### src/rtl/db_pkg.sv
// Shared state encodings for the debounce channels and the event arbiter.
// No logic in this file.
// No flow control in this file.
package db_pkg;

   typedef enum logic [1:0] {
      e_zero  = 2'd0,
      e_wait1 = 2'd1,
      e_one   = 2'd2,
      e_wait0 = 2'd3
   } t_debounce_state;

   typedef enum logic {
      e_idle  = 1'b0,
      e_offer = 1'b1
   } t_arb_state;

endpackage

### src/rtl/db_channel.sv
// Early-detect debounce for one switch: 2-FF sync, then a lockout FSM clocked by a shared strobe.
// Latency: 3 clk from a raw switch edge to o_sw_debounced / o_rise (2 sync + 1 FSM).
// No backpressure: o_rise is a 1-cycle pulse that the parent must capture.
module db_channel
   import db_pkg::*;
#(
   parameter int LOCKOUT_STROBES = 20
)
(
   input  logic i_clk,
   input  logic i_rst,
   input  logic i_sw,
   input  logic i_strobe,
   output logic o_rise,
   output logic o_sw_debounced
);

   localparam int LKW = $clog2(LOCKOUT_STROBES + 1);
   localparam logic [LKW-1:0] LK_INIT = LKW'(LOCKOUT_STROBES);
   localparam logic [LKW-1:0] LK_LAST = LKW'(1);

   logic            sw_m;
   logic            sw_s;
   t_debounce_state state;
   t_debounce_state state_nxt;
   logic [LKW-1:0]  lk;
   logic [LKW-1:0]  lk_nxt;
   logic            rise_nxt;

   // Two-flop synchronizer for the raw asynchronous switch input.
   always_ff @(posedge i_clk) begin
      if (i_rst) begin
         sw_m <= 1'b0;
         sw_s <= 1'b0;
      end else begin
         sw_m <= i_sw;
         sw_s <= sw_m;
      end
   end

   // Next state: act on the first edge, then ignore the input until the lockout expires.
   always_comb begin
      state_nxt = state;
      lk_nxt    = lk;
      rise_nxt  = 1'b0;
      case (state)
         e_zero: begin
            if (sw_s) begin
               state_nxt = e_wait1;
               lk_nxt    = LK_INIT;
               rise_nxt  = 1'b1;
            end
         end
         e_wait1: begin
            if (i_strobe) begin
               lk_nxt = lk - LK_LAST;
               if (lk == LK_LAST) state_nxt = e_one;
            end
         end
         e_one: begin
            if (!sw_s) begin
               state_nxt = e_wait0;
               lk_nxt    = LK_INIT;
            end
         end
         e_wait0: begin
            if (i_strobe) begin
               lk_nxt = lk - LK_LAST;
               if (lk == LK_LAST) state_nxt = e_zero;
            end
         end
         default: state_nxt = e_zero;
      endcase
   end

   // State, lockout counter and rise pulse registers.
   always_ff @(posedge i_clk) begin
      if (i_rst) begin
         state  <= e_zero;
         lk     <= '0;
         o_rise <= 1'b0;
      end else begin
         state  <= state_nxt;
         lk     <= lk_nxt;
         o_rise <= rise_nxt;
      end
   end

   // The debounced level covers the lockout after a press, so bounce cannot drop it.
   assign o_sw_debounced = (state == e_wait1) || (state == e_one);

endmodule

### src/rtl/db_event_arbiter.sv
// N-channel debouncer with one shared lockout prescaler and round-robin press-event queue.
// Latency: event offered 2 clk after the channel rise pulse (pend flop, then offer register).
// Backpressure: offer held stable until i_evt_ready; a further press on a pending channel sets o_overrun.
module db_event_arbiter
   import db_pkg::*;
#(
   parameter int N_CH            = 4,
   parameter int STROBE_PERIOD   = 100_000,
   parameter int LOCKOUT_STROBES = 20
)
(
   input  logic                    i_clk,
   input  logic                    i_rst,
   input  logic [N_CH-1:0]         i_sw,
   output logic [N_CH-1:0]         o_sw_debounced,
   output logic                    o_evt_valid,
   output logic [$clog2(N_CH)-1:0] o_evt_ch,
   input  logic                    i_evt_ready,
   output logic [N_CH-1:0]         o_overrun,
   input  logic                    i_overrun_clr
);

   localparam int CW = $clog2(N_CH);
   localparam int PW = (STROBE_PERIOD > 1) ? $clog2(STROBE_PERIOD) : 1;

   logic [PW-1:0]   presc;
   logic            strobe;
   logic [N_CH-1:0] rise;
   logic [N_CH-1:0] pend;
   logic [N_CH-1:0] clr;
   logic [N_CH-1:0] ovr_set;
   logic            hs;
   t_arb_state      arb_state;
   t_arb_state      arb_nxt;
   logic [CW-1:0]   ptr;
   logic [CW-1:0]   ptr_nxt;
   logic [CW-1:0]   ch_nxt;
   logic            found;
   logic [CW:0]     scan_idx;

   assign strobe = (presc == PW'(STROBE_PERIOD - 1));

   // Free-running prescaler shared by every channel's lockout counter.
   always_ff @(posedge i_clk) begin
      if (i_rst)       presc <= '0;
      else if (strobe) presc <= '0;
      else             presc <= presc + PW'(1);
   end

   for (genvar g = 0; g < N_CH; g++) begin : g_ch
      db_channel #(
         .LOCKOUT_STROBES(LOCKOUT_STROBES)
      ) u_ch (
         .i_clk         (i_clk),
         .i_rst         (i_rst),
         .i_sw          (i_sw[g]),
         .i_strobe      (strobe),
         .o_rise        (rise[g]),
         .o_sw_debounced(o_sw_debounced[g])
      );
   end

   assign o_evt_valid = (arb_state == e_offer);
   assign hs          = o_evt_valid && i_evt_ready;

   // One-hot clear for the channel whose event is being accepted this cycle.
   always_comb begin
      clr = '0;
      if (hs) clr[o_evt_ch] = 1'b1;
   end

   // A rise on a bit that stays pending is a lost press; a rise that coincides with its own clear is not.
   assign ovr_set = rise & pend & ~clr;

   // Pending bits and sticky overrun flags; a new overrun beats a simultaneous clear.
   always_ff @(posedge i_clk) begin
      if (i_rst) begin
         pend      <= '0;
         o_overrun <= '0;
      end else begin
         pend      <= rise | (pend & ~clr);
         o_overrun <= i_overrun_clr ? ovr_set : (o_overrun | ovr_set);
      end
   end

   // Arbiter next state: pick the first pending channel at or above ptr, wrapping to 0.
   always_comb begin
      arb_nxt  = arb_state;
      ptr_nxt  = ptr;
      ch_nxt   = o_evt_ch;
      found    = 1'b0;
      scan_idx = '0;
      case (arb_state)
         e_idle: begin
            if (|pend) begin
               for (int i = 0; i < N_CH; i++) begin
                  scan_idx = {1'b0, ptr} + (CW + 1)'(i);
                  if (scan_idx >= (CW + 1)'(N_CH)) scan_idx = scan_idx - (CW + 1)'(N_CH);
                  if (!found && pend[scan_idx[CW-1:0]]) begin
                     found  = 1'b1;
                     ch_nxt = scan_idx[CW-1:0];
                  end
               end
               arb_nxt = e_offer;
            end
         end
         e_offer: begin
            if (i_evt_ready) begin
               arb_nxt = e_idle;
               ptr_nxt = (o_evt_ch == CW'(N_CH - 1)) ? '0 : o_evt_ch + CW'(1);
            end
         end
         default: arb_nxt = e_idle;
      endcase
   end

   // Arbiter state, round-robin pointer and offered channel registers.
   always_ff @(posedge i_clk) begin
      if (i_rst) begin
         arb_state <= e_idle;
         ptr       <= '0;
         o_evt_ch  <= '0;
      end else begin
         arb_state <= arb_nxt;
         ptr       <= ptr_nxt;
         o_evt_ch  <= ch_nxt;
      end
   end

endmodule

### config.mk
export PLATFORM = sky130hd
export DESIGN_NAME = db_event_arbiter
export DESIGN_NICKNAME = d
export VERILOG_FILES = /design/src/rtl/db_pkg.sv /design/src/rtl/db_channel.sv /design/src/rtl/db_event_arbiter.sv
export SDC_FILE = /design/constraint.sdc
export NUM_CORES = 1
export LEC_CHECK = 0
export ABC_AREA = 1
export CORE_ASPECT_RATIO = 0.9
export CORE_MARGIN = 1.5
export CORE_UTILIZATION = 30
export DETAILED_ROUTE_END_ITERATION = 12
export GPL_TIMING_DRIVEN = 0
export PLACE_DENSITY = 0.49
export SYNTH_ARGS = -nofsm -noshare
export SYNTH_HDL_FRONTEND = slang
export SYNTH_SLANG_ARGS = --single-unit
### constraint.sdc
create_clock -name i_clk -period 1.6 [get_ports i_clk]
set_input_delay 0.32 -clock i_clk [delete_from_list [all_inputs] [get_ports i_clk]]
set_output_delay 0.32 -clock i_clk [all_outputs]
set_load 0.01 [all_outputs]
==> reports/qor.txt <==
design area: 5050 µm²
Area growth, synth to finish: 28.2%
Worst Reg2Reg Path Length in Cells: 11
Via Count: 3,425
Static Leak: 2.26 nW
Starting DRT DRC Count: 190
RSZ-0062 raised after global routing: true
count leader, synth: nand2_1
Longest Clk Path Bufs: 2
Max Transition Viols Final: 0
Critical Path End Type: register
outcome: finished with violations
core area: 12,700 µm²
Initial DRT Pass Iterations: 5
Final Setup Violations: 1
Reg clk slew, reported paths: 0.06 ns
worst slack at placement: -0.315 ns
R2R setup slack: -0.007 ns
HPWL Detailed: 6160 µm
Synth Area per Inst: 7.04 µm²
Cell Rows: 39
Top FF cell, synth: dfxtp_1
register area share after synthesis: 35.6%
Req. time, crit path: 1.83 ns
die area: 13,800 µm²
DRC: 0
Ant. Diodes: 0
pin count of the biggest net entering global routing: 14
ys async rst share: 0%
H-tree Lvls: 3
Avg Vias per Cell: 4.41
Num CTS Buffers: 9
synthesized area: 3940 µm²
Critical Path Start Type: register
top post-synthesis cells by area: dfxtp_1 36%, nand2_1 13%, ha_1 10%, inv_1 8.3%, nor2_1 5.8%
Syn Inst Count: 560
Worst Hold Class: register to register
Placed Cells: 741
first-pass GRT wire length: 15,000 µm
Detailed Route WL: 8750 µm
Post-synth EDFFs: 0
CTS tree: built
failing checks: setup timing
final antenna-violating net count: 0
Initial Util: 30.9%
nets: 649
port bufs: 17
worst slew pin tran: 0.701 ns
Final Non-Filler Cells: 777
placed inst area: 4320 µm²
final worst-path cycle share: 100%
# hold bufs at CTS: 0
reg-to-reg critical path startpoint: presc[1]
Tmin final: 1.61 ns
Power Dens Cells: 1590 nW/µm²
worst ir drop on vdd: 0.535 mV
Slew HR: 53.3%
synth cell count leaders: 135 x nand2_1, 87 x inv_1, 70 x dfxtp_1, 61 x nor2_1, 41 x nand3_1
CTS Root Cell: clkbuf_16
top cell type's share of synthesized area: 35.6%
CP startpoint: presc[1]
Routed WL per cell: 11.3 µm
Yosys cell types: 37
clk sink count: 70
r2r endpoint: g_ch[0].u_ch.state[1]
Max-Cap Viols: 0
kind of critical path: register to register
Remaining Overflow, GRT: 0
IO Pins: 19
clock latency on the worst-skew pair: 0.33 ns
Placer Congestion: 0.823
GRT Total Usage: 13.5%
Worst EP arrival: 1.83 ns
Die X: 124 µm
number of global-route vias before repair: 3,326
hold_sp: g_ch[0].u_ch.sw_m
CP max FO: 8
Fin. Hold Viols: 0
Clock Skews: 0.00673 ns
Net Count, Synth: 601
DIE HEIGHT: 112 µm
yosys synthesis warning count: 0
share of cells above drive strength 1: 22.7%
initial antenna violation count: 0
PnR worst setup slack: -0.00676 ns
Worst setup endpoint: g_ch[0].u_ch.state[1]
Synth area leader: dfxtp_1
register bit total from synthesis: 70
highest clock rate: 0.622 GHz
## worst min path at each step
stage,slack [ns],to,depth (start not counted)
2_1_floorplan,0.39,g_ch[0].u_ch.sw_s,2
3_3_place_gp,0.39,g_ch[0].u_ch.sw_s,2
3_5_place_dp,0.39,g_ch[0].u_ch.sw_s,2
4_1_cts,0.40,g_ch[0].u_ch.sw_s,2
5_1_grt,0.43,g_ch[2].u_ch.sw_s,2
6_report,0.40,g_ch[0].u_ch.sw_s,2
## cell usage in the layout, fill, tap and decap left out, types with 4 or more instances in the layout
| cell | count |
|---|---|
| a21oi_1 | 26 |
| a21oi_2 | 4 |
| buf_4 | 25 |
| clkbuf_16 | 9 |
| clkdlybuf4s50_1 | 10 |
| dfxtp_1 | 54 |
| dfxtp_2 | 14 |
| ha_1 | 28 |
| ha_4 | 5 |
| inv_1 | 74 |
| inv_2 | 11 |
| inv_4 | 4 |
| nand2_1 | 124 |
| nand2_2 | 10 |
| nand2_4 | 8 |
| nand3_1 | 39 |
| nand3b_1 | 4 |
| nand4_1 | 6 |
| nor2_1 | 56 |
| nor2_2 | 6 |
| nor2_4 | 4 |
| nor3_1 | 12 |
| o21ai_0 | 11 |
| o21ai_1 | 4 |
| o21ai_2 | 4 |
| or2_2 | 7 |
| xor2_1 | 10 |
## state kept, by name, indices dropped and copies added, names as in the netlist
signal / flops
presc: 17
ptr: 2
g_ch.u_ch.sw_s: 4
o_evt_valid: 1
g_ch.u_ch.o_rise: 4
o_evt_ch: 2
g_ch.u_ch.sw_m: 4
g_ch.u_ch.lk: 20
o_overrun: 4
pend: 4
g_ch.u_ch.state: 8
## per-stage QoR
stage,hold WS [ns],utilization (%),TNS (ns),power [mW]
floorplan,0.388,-,0,4.56
global placement,0.393,33.9,-6.16,5.26
detailed placement,0.392,33.9,-7.62,5.29
CTS,0.400,37.6,0,7.66
global route,0.430,39.7,-1.45,8.73
finish,0.403,39.7,-0.00676,8.03
## critical path, stage by stage, from the launching register on
cell and delay, ns:
dfxtp_2 0.35, ha_4 0.15, nand2_4 0.05, inv_4 0.08
nand2_8 0.06, nor3_4 0.23, buf_6 0.13, nand3_4 0.10
nand2_4 0.13, nand3b_1 0.09, nand2_1 0.07, nor2_1 0.05
## per-layer routing
metal	up-vias	wire (µm)	GRT usage [%]
met5	-	0	0
met4	0	124	5.13
met3	9	272	2.97
met2	42	3750	20.0
met1	1532	4600	19.1
li1	1842	-	-
## cells by family after synthesis
group	after synthesis	synth area share, %
fa+ha+maj	33	10.5
mux	2	0.508
compound gates	53	7.30
flops	70	35.6
buf+inv	102	10.4
xor+xnor	13	2.89
simple gates	287	32.8
## layout make-up
type,instances,area [µm²]
well taps,164,205
inverters,90,355
repair buffers,37,307
clock inverters,6,70.1
fillers,1287,7680
clock buffers,10,239
plain buffers,12,75.1
flip-flops and latches,70,1430
multi-input cells,388,2370
## where the power goes
group | switching, mW | internal (mW) | total [mW] | leakage (nW)
Clock | 0.795 | 1.26 | 2.05 | 0.141
Combinational | 2.14 | 1.53 | 3.67 | 1.54
Sequential | 0.227 | 2.08 | 2.31 | 0.579
Total | 3.16 | 4.87 | 8.03 | 2.26
## what timing repair did
item / in CTS / in global routing
setup endpoints to repair: 46 / 41
setup buffers: 10 / 10
pin swaps: 7 / 22
gates resized for setup: 58 / 56
Note: power is estimated with default switching activity, not from simulation.
